===== src/rtl/debug_tx_serializer.sv =====
// debug_tx_serializer: splits debug response words into MSB-first bytes for the UART TX, with a one-word pending buffer.
module debug_tx_serializer #(
  parameter int TAM_DATA  = 32,
  parameter int TAM_ORDEN = 8,
  parameter int TAM_CNT   = 16
) (
  input  logic                 i_clk,
  input  logic                 i_reset,
  input  logic                 i_data_valid,
  input  logic [TAM_DATA-1:0]  i_data,
  input  logic                 i_tx_done,
  input  logic                 i_clear_overflow,
  output logic                 o_tx_start,
  output logic [TAM_ORDEN-1:0] o_tx_byte,
  output logic                 o_busy,
  output logic                 o_overflow,
  output logic [TAM_CNT-1:0]   o_words_sent
);
  localparam int NB = TAM_DATA / TAM_ORDEN;
  localparam int IW = NB > 1 ? $clog2(NB) : 1;
  localparam logic [1:0] IDLE = 2'd0, START = 2'd1, WAIT = 2'd2;
  logic [1:0]          state_q, state_d;
  logic [TAM_DATA-1:0] shift_q, shift_d, pend_q, pend_d;
  logic [IW-1:0]       idx_q, idx_d;
  logic                pend_full_q, pend_full_d, overflow_q, overflow_d;
  logic [TAM_CNT-1:0]  words_q, words_d;
  logic                last, word_done;
  always_comb begin
    last        = idx_q == IW'(NB - 1);
    word_done   = state_q == WAIT && i_tx_done && last;
    state_d     = state_q;
    shift_d     = shift_q;
    idx_d       = idx_q;
    pend_full_d = pend_full_q;
    pend_d      = pend_q;
    words_d     = words_q;
    overflow_d  = overflow_q & ~i_clear_overflow;
    case (state_q)
      IDLE: if (i_data_valid) begin
        shift_d = i_data;
        idx_d   = '0;
        state_d = START;
      end
      START: state_d = WAIT;
      WAIT: if (i_tx_done) begin
        if (!last) begin
          shift_d = shift_q << TAM_ORDEN;
          idx_d   = idx_q + IW'(1);
          state_d = START;
        end else begin
          // Pending word goes first; a same-cycle valid either refills pending or starts directly.
          words_d     = words_q + TAM_CNT'(1);
          idx_d       = '0;
          state_d     = (pend_full_q || i_data_valid) ? START : IDLE;
          shift_d     = pend_full_q ? pend_q : i_data_valid ? i_data : shift_q;
          pend_full_d = pend_full_q && i_data_valid;
          pend_d      = (pend_full_q && i_data_valid) ? i_data : pend_q;
        end
      end
      default: state_d = IDLE;
    endcase
    if (state_q != IDLE && i_data_valid && !word_done) begin
      pend_full_d = 1'b1;
      pend_d      = pend_full_q ? pend_q : i_data;
      overflow_d  = overflow_d | pend_full_q;
    end
  end
  always_ff @(posedge i_clk) begin
    if (i_reset) begin
      state_q     <= IDLE;
      shift_q     <= '0;
      idx_q       <= '0;
      pend_full_q <= 1'b0;
      pend_q      <= '0;
      overflow_q  <= 1'b0;
      words_q     <= '0;
    end else begin
      state_q     <= state_d;
      shift_q     <= shift_d;
      idx_q       <= idx_d;
      pend_full_q <= pend_full_d;
      pend_q      <= pend_d;
      overflow_q  <= overflow_d;
      words_q     <= words_d;
    end
  end
  assign o_tx_start   = state_q == START;
  assign o_tx_byte    = shift_q[TAM_DATA-1 -: TAM_ORDEN];
  assign o_busy       = state_q != IDLE || pend_full_q;
  assign o_overflow   = overflow_q;
  assign o_words_sent = words_q;
endmodule

===== config.mk =====
export PLATFORM = sky130hd
export DESIGN_NAME = debug_tx_serializer
export DESIGN_NICKNAME = d
export VERILOG_FILES = /design/src/rtl/debug_tx_serializer.sv
export SDC_FILE = /design/constraint.sdc
export NUM_CORES = 1
export LEC_CHECK = 0
export BUFFER_PORTS_ARGS = -buffer_cell sky130_fd_sc_hd__buf_2
export CORE_UTILIZATION = 43
export DETAILED_ROUTE_END_ITERATION = 6
export HOLD_SLACK_MARGIN = 0.06
export PLACE_DENSITY = 0.63
export REMOVE_ABC_BUFFERS = 1
export SKIP_CTS_REPAIR_TIMING = 1
export SYNTH_ARGS = -nofsm -noshare
export SYNTH_HDL_FRONTEND = slang
export SYNTH_SLANG_ARGS = --single-unit

===== constraint.sdc =====
create_clock -name i_clk -period 1.8 [get_ports i_clk]
set_clock_uncertainty 0.15 [all_clocks]
set_input_delay 0.09 -clock i_clk [delete_from_list [all_inputs] [get_ports i_clk]]
set_output_delay 0.09 -clock i_clk [all_outputs]
set_load 0.01 [all_outputs]

==> impl_metrics.csv, run 1 <==
group,metric,value,unit
outcome,status,"finished clean",
global_routing,grt_overflow,0,
setup_path,cp_top_family,"buffers and inverters",
pwr,vdd_drop_max,0.373,mV
global_routing,grt_pass1_wl,20500,um
setup_path,timing.rr.start,"idx_q[0]",
clock_tree,clkTransAtPathRegs,0.10,ns
worst_hold_path,hp-start,"i_tx_done",
clock_tree,clock_latency,0.37,ns
finish,final_util,54.6,%
clock_tree,cts_buffer_depth,2,
setup_path,crit_required,1.56,ns
sta,fmaxAchievable,578,MHz
setup_path,cp_num_buf_inv,3,
detailed_routing,vias_per_cell,5.43,
clock_tree,cts_tree,"yes",
place,gp_congestion,0.817,
floorplanning,start_util,44.2,%
setup_path,cp_slowest_cell,"dfxtp_4",
setup_path,worstSetupStartpointType,"flip-flop",
finish,drive_above_1_share,21.0,%
setup_path,reg2reg_depth,5,
floorplanning,ios,64,
global_routing,track_usage,22.6,%
setup_path,timing.rr.end,"o_words_sent[13]",
global_routing,grt_max_degree,86,
sta,layout_min_cycle_time,1.73,ns
setup_path,cp.arrival,1.49,ns
finish,area_delta_synth_final,23.3,%
setup_path,r2r_slack,0.07,ns
detailed_routing,finalWirelength,12600,um
finish,nets,729,
detailed_routing,route.detailed.drc,0,
worst_hold_path,hold_path.class,"primary input to flip-flop",
sta,hold_violations,0,
synth,synth.avg_cell_area,8.04,um^2
sta,slew_headroom,73.2,%
pwr,power,0.00426,W
clock_tree,root_buffer,"clkbuf_8",
detailed_routing,drt_iter0_markers,210,
synth,synth-seq-cells,86,
sta,rsz0062_at_grt,"yes",
synth,yosysUniqueCellTypes,50,
global_routing,antenna_found_initial,0,
pwr,power_leakage,2.42,nW
setup_path,worst-path-max-fanout,14,
place,port_buffers,63,
worst_hold_path,min_to,"state_q[1]",
synth,ys_async_sr_fraction,0,%
finish,nFillCells,1008,
pwr,powerDensity,717,nW/um^2
clock_tree,numClockSinks,86,
synth,yosys_most_used_dff,"dfxtp_1",
detailed_routing,wl_per_cell,15.1,um
floorplanning,die_y,108,um
finish,final_cells,834,
place,dpl.hpwl,8310,um
floorplanning,dieArea,11600,um^2
worst_hold_path,min_path_cells,4,
setup_path,crit_path_end_kind,"output port",
global_routing,grt_pass1_vias,4166,
clock_tree,cts_max_level,3,
sta,fin_crit_sh,96.2,%
place,numPlacedInstances,783,
synth,synth_top_area_cell,"dfxtp_1",
synth,synth_edf_count,0,
floorplanning,placementRows,38,
synth,yosysWarnings,0,
finish,diodes,0,
setup_path,path_class,"flip-flop to output port",
synth,synthDominantCellAreaShare,35.7,%
detailed_routing,drtAntennaViolNets,0,
setup_path,critPathMaxStageDelay,0.38,ns
sta,setup_viol,0,
sta,slew_violations,0,
run,cap_viol_max_count,0,
synth,synth_area,4820,um^2
clock_tree,cts_made_buffers,9,
detailed_routing,dr.pass1.iters,4,
setup_path,crit_chain,"buf_12 -> buf_6 -> or3_1 -> buf_2",
floorplanning,core_region_area,10900,um^2
sta,hold-worst-slack,0.0860,ns
sta,worst_pin_slew,0.400,ns
synth,yosysSeqAreaShare,35.7,%
floorplanning,die_w,108,um
synth,synth.top_cells.by_area,"dfxtp_1 (36%), mux2i_1 (13%), nand2_1 (8.3%)",
detailed_routing,num_vias,4532,
synth,syn_inst,599,
[cells by family (layout without fill, tap and decap cells)]
logic type      after synthesis  in the layout  share of synthesized area, %
fa+ha+maj                     2              2                         0.520
flops                        86             86                          35.7
xor+xnor                      9              9                          1.64
compound gates              148            148                          20.0
simple gates                216            216                          20.3
mux                          65             65                          13.7
buf+inv                      73            168                          8.00
[worst max path at each step]
| stage | startpoint | endpoint | slack [ns] | cells after the start |
|---|---|---|---|---|
| floorplan | pend_full_q | pend_q[0] | -1.20 | 3 |
| global placement | idx_q[0] | shift_q[8] | -0.03 | 5 |
| detailed placement | idx_q[0] | shift_q[8] | -0.06 | 5 |
| CTS | idx_q[0] | shift_q[8] | -0.06 | 5 |
| global route | idx_q[0] | o_words_sent[13] | -0.01 | 5 |
| finish | state_q[1] | o_busy | 0.07 | 4 |
[metrics by stage]
| stage | setup WS (ns) | setup TNS (ns) | area, um^2 |
|---|---|---|---|
| final | 0.0686 | 0 | 5940 |
| after global routing | -0.0147 | -0.0147 | 5940 |
| after CTS | -0.0595 | -0.724 | 5530 |
| after detailed placement | -0.0593 | -0.150 | 5360 |
| after global placement | -0.0328 | -0.0328 | 5360 |
| after floorplan | -1.20 | -60.14 | 4480 |
[synthesized netlist by cell type, types with 3 or more instances]
cell,n
o221ai_1,19
buf_6,4
xnor2_1,6
xor2_1,3
mux2i_1,62
o21ai_0,26
inv_1,12
buf_1,5
buf_4,17
clkbuf_1,21
nand3_1,9
o211ai_1,30
nand4_1,5
a21oi_1,55
nor2b_1,3
nand2_1,107
nor3_1,9
buf_2,13
dfxtp_1,86
nor2_1,60
a211oi_1,3
nand2b_1,6
[power by group]
part,switching [W],leakage [nW],total (W),internal [W]
clock network,0.000711,0.0910,0.00127,0.000563
logic,0.000457,1.63,0.000856,0.000398
registers,0.000106,0.706,0.00213,0.00202
total,0.00127,2.42,0.00426,0.00298
[flip-flops by register name (all words and copies together), names as in the netlist]
register,flops
idx_q,2
o_overflow,1
o_words_sent,16
pend_full_q,1
pend_q,32
shift_q,32
state_q,2
[metal layers]
| layer | up-vias | global-route usage [%] | share of wire, % |
|---|---|---|---|
| li1 | 2281 | - | - |
| met3 | 12 | 3.21 | 3.5 |
| met4 | 0 | 9.10 | 1.3 |
| met1 | 2145 | 30.6 | 49 |
| met5 | - | 0 | 0 |
| met2 | 94 | 35.8 | 46 |
[cells in the final DEF (no fill, tap or decap), types with 9 or more instances in the layout]
cell	count
o21ai_0	26
dfxtp_1	80
mux2i_1	62
o211ai_1	30
inv_1	11
o221ai_1	19
dlygate4sd3_1	35
nand2_1	107
nand3_1	9
nor3_1	9
clkbuf_8	11
buf_4	35
buf_2	63
a21oi_1	54
nor2_1	60
[final cells by class]
class | instances | area [um^2] | area share [%]
multi-input combinational | 440 | 2740 | 46.1
sequential | 86 | 1730 | 29.2
timing repair buffer | 141 | 1070 | 18.1
tap | 140 | 175 | 2.95
clock buffer | 11 | 151 | 2.55
inverter | 12 | 45.0 | 0.758
clock inverter | 4 | 22.5 | 0.379
[worst reg2reg max path: stages (launching register included)]
cell and delay [ns]:
dfxtp_2 0.36, ha_4 0.19, nand4_1 0.20, nor4_4 0.27, nand3_1 0.15, mux2_4 0.31
Power figures use the tool's default switching activity.
==> run 2, diff against run 1 <==
--- a/config.mk
+++ b/config.mk
@@ -10,6 +10,7 @@
 export DETAILED_ROUTE_END_ITERATION = 6
 export HOLD_SLACK_MARGIN = 0.06
 export PLACE_DENSITY = 0.63
+export RECOVER_POWER = 100
 export REMOVE_ABC_BUFFERS = 1
 export SKIP_CTS_REPAIR_TIMING = 1
 export SYNTH_ARGS = -nofsm -noshare
==> run 2 against run 1 <==
Sequential power is essentially flat. First-iteration DRC count shrank 1.4%. Register-to-register slack is essentially flat. Clock power is essentially flat. Setup slack lost 0.00087 ns. Critical path type is now flip-flop to flip-flop.
==> impl_metrics.csv, run 2 (synthesis results as in run 1) <==
group,metric,value,unit
place,port_buffers,63,
place,place_ws,-0.0593,ns
sta,worst_pin_slew,0.392,ns
clock_tree,root_buffer,"clkbuf_8",
detailed_routing,dr.pass1.iters,5,
global_routing,grt_pass1_vias,4166,
global_routing,grt_overflow,0,
setup_path,crit_required,1.90,ns
global_routing,antenna_found_initial,0,
clock_tree,cts_buffer_depth,2,
sta,fin_crit_sh,96.2,%
finish,nets,729,
clock_tree,clkTransAtPathRegs,0.10,ns
place,place_area,5360,um^2
worst_hold_path,hold_path.class,"primary input to flip-flop",
pwr,power,0.00425,W
clock_tree,cts_tree,"yes",
sta,layout_min_cycle_time,1.73,ns
global_routing,grt_pass1_wl,20500,um
floorplanning,die_y,108,um
floorplanning,placementRows,38,
floorplanning,core_region_area,10900,um^2
finish,final_cells,834,
sta,hold_violations,0,
sta,setup_slack,0.0677,ns
global_routing,track_usage,22.6,%
setup_path,critPathMaxStageDelay,0.36,ns
setup_path,crit_path_end_kind,"flip-flop",
global_routing,grt_max_degree,86,
place,numPlacedInstances,783,
sta,slew_headroom,73.7,%
sta,rsz0062_at_grt,"yes",
floorplanning,dieArea,11600,um^2
clock_tree,clock_latency,0.37,ns
worst_hold_path,min_path_cells,4,
sta,setup_viol,0,
setup_path,reg2reg_depth,5,
detailed_routing,route.detailed.drc,0,
setup_path,path_class,"flip-flop to flip-flop",
setup_path,cp.arrival,1.83,ns
detailed_routing,finalWirelength,12600,um
finish,post-route-cell-area,5920,um^2
detailed_routing,drt_iter0_markers,207,
setup_path,worst-path-max-fanout,7,
setup_path,cp_slowest_cell,"dfxtp_2",
clock_tree,cts_max_level,3,
floorplanning,die_w,108,um
run,cap_viol_max_count,0,
detailed_routing,vias_per_cell,5.44,
floorplanning,ios,64,
finish,area_delta_synth_final,22.9,%
place,gp_congestion,0.817,
pwr,powerDensity,718,nW/um^2
finish,drive_above_1_share,18.9,%
finish,diodes,0,
detailed_routing,drtAntennaViolNets,0,
place,dpl.hpwl,8310,um
setup_path,path_depth,5,
setup_path,cp_top_family,"simple AND/OR/NAND/NOR gates",
setup_path,crit_chain,"ha_4 -> nand4_1 -> nor4_4 -> nand3_1 -> mux2_4",
sta,fmaxAchievable,577,MHz
pwr,power_leakage,2.36,nW
pwr,vdd_drop_max,0.373,mV
setup_path,cp_num_buf_inv,0,
outcome,status,"finished clean",
floorplanning,start_util,44.2,%
sta,slew_violations,0,
detailed_routing,num_vias,4537,
finish,final_common_cell,"nand2_1",
finish,layout_common_cells,"nand2_1 (107), dfxtp_1 (80), mux2i_1 (62)",
clock_tree,cts_made_buffers,9,
detailed_routing,wl_per_cell,15.1,um
setup_path,worstSetupStartpointType,"flip-flop",
clock_tree,numClockSinks,86,
==> run 2: worst paths after layout <==
path	slack (ns)	from	end
min reg2reg	0.31	pend_q[1]	pend_q[1]
max	0.07	idx_q[0]	o_words_sent[13]
max reg2reg	0.07	idx_q[0]	o_words_sent[13]
min	0.07	i_tx_done	state_q[1]
==> run 2: final cells by class <==
cell class	count	area, um^2
multi-input cells	440	2740
well taps	140	175
clock inverters	4	22.5
clock buffers	11	151
flip-flops and latches	86	1730
fillers	1019	4970
repair buffers	141	1060
inverters	12	45.0
==> run 2: power breakdown <==
group          switching, W  internal (W)  total, W  leakage (nW)
logic              0.000457      0.000393  0.000850          1.56
registers          0.000106       0.00202   0.00213         0.706
clock network      0.000711      0.000563   0.00127        0.0910
==> run 2: per-stage QoR <==
stage / setup TNS [ns] / hold slack, ns / utilization, %
4_1_cts: -0.724 / -0.184 / 50.8
2_1_floorplan: -60.14 / 0.00907 / -
3_3_place_gp: -0.0328 / 0.202 / 49.2
5_1_grt: -0.0147 / 0.102 / 54.4
3_5_place_dp: -0.150 / 0.210 / 49.2
6_report: 0 / 0.0742 / 54.4
==> run 2: worst register-to-register path: stages, from the launching register on <==
cell and delay, ns:
dfxtp_2 0.36, ha_4 0.19, nand4_1 0.20, nor4_4 0.27, nand3_1 0.15, mux2_4 0.31
==> run 2: routing by layer <==
layer / track usage (%) / wire length (um) / vias up
met3: 3.21 / 444 / 11
li1: - / - / 2282
met2: 35.8 / 5870 / 84
met4: 9.10 / 165 / 0
met5: 0 / 0 / -
met1: 30.6 / 6150 / 2160
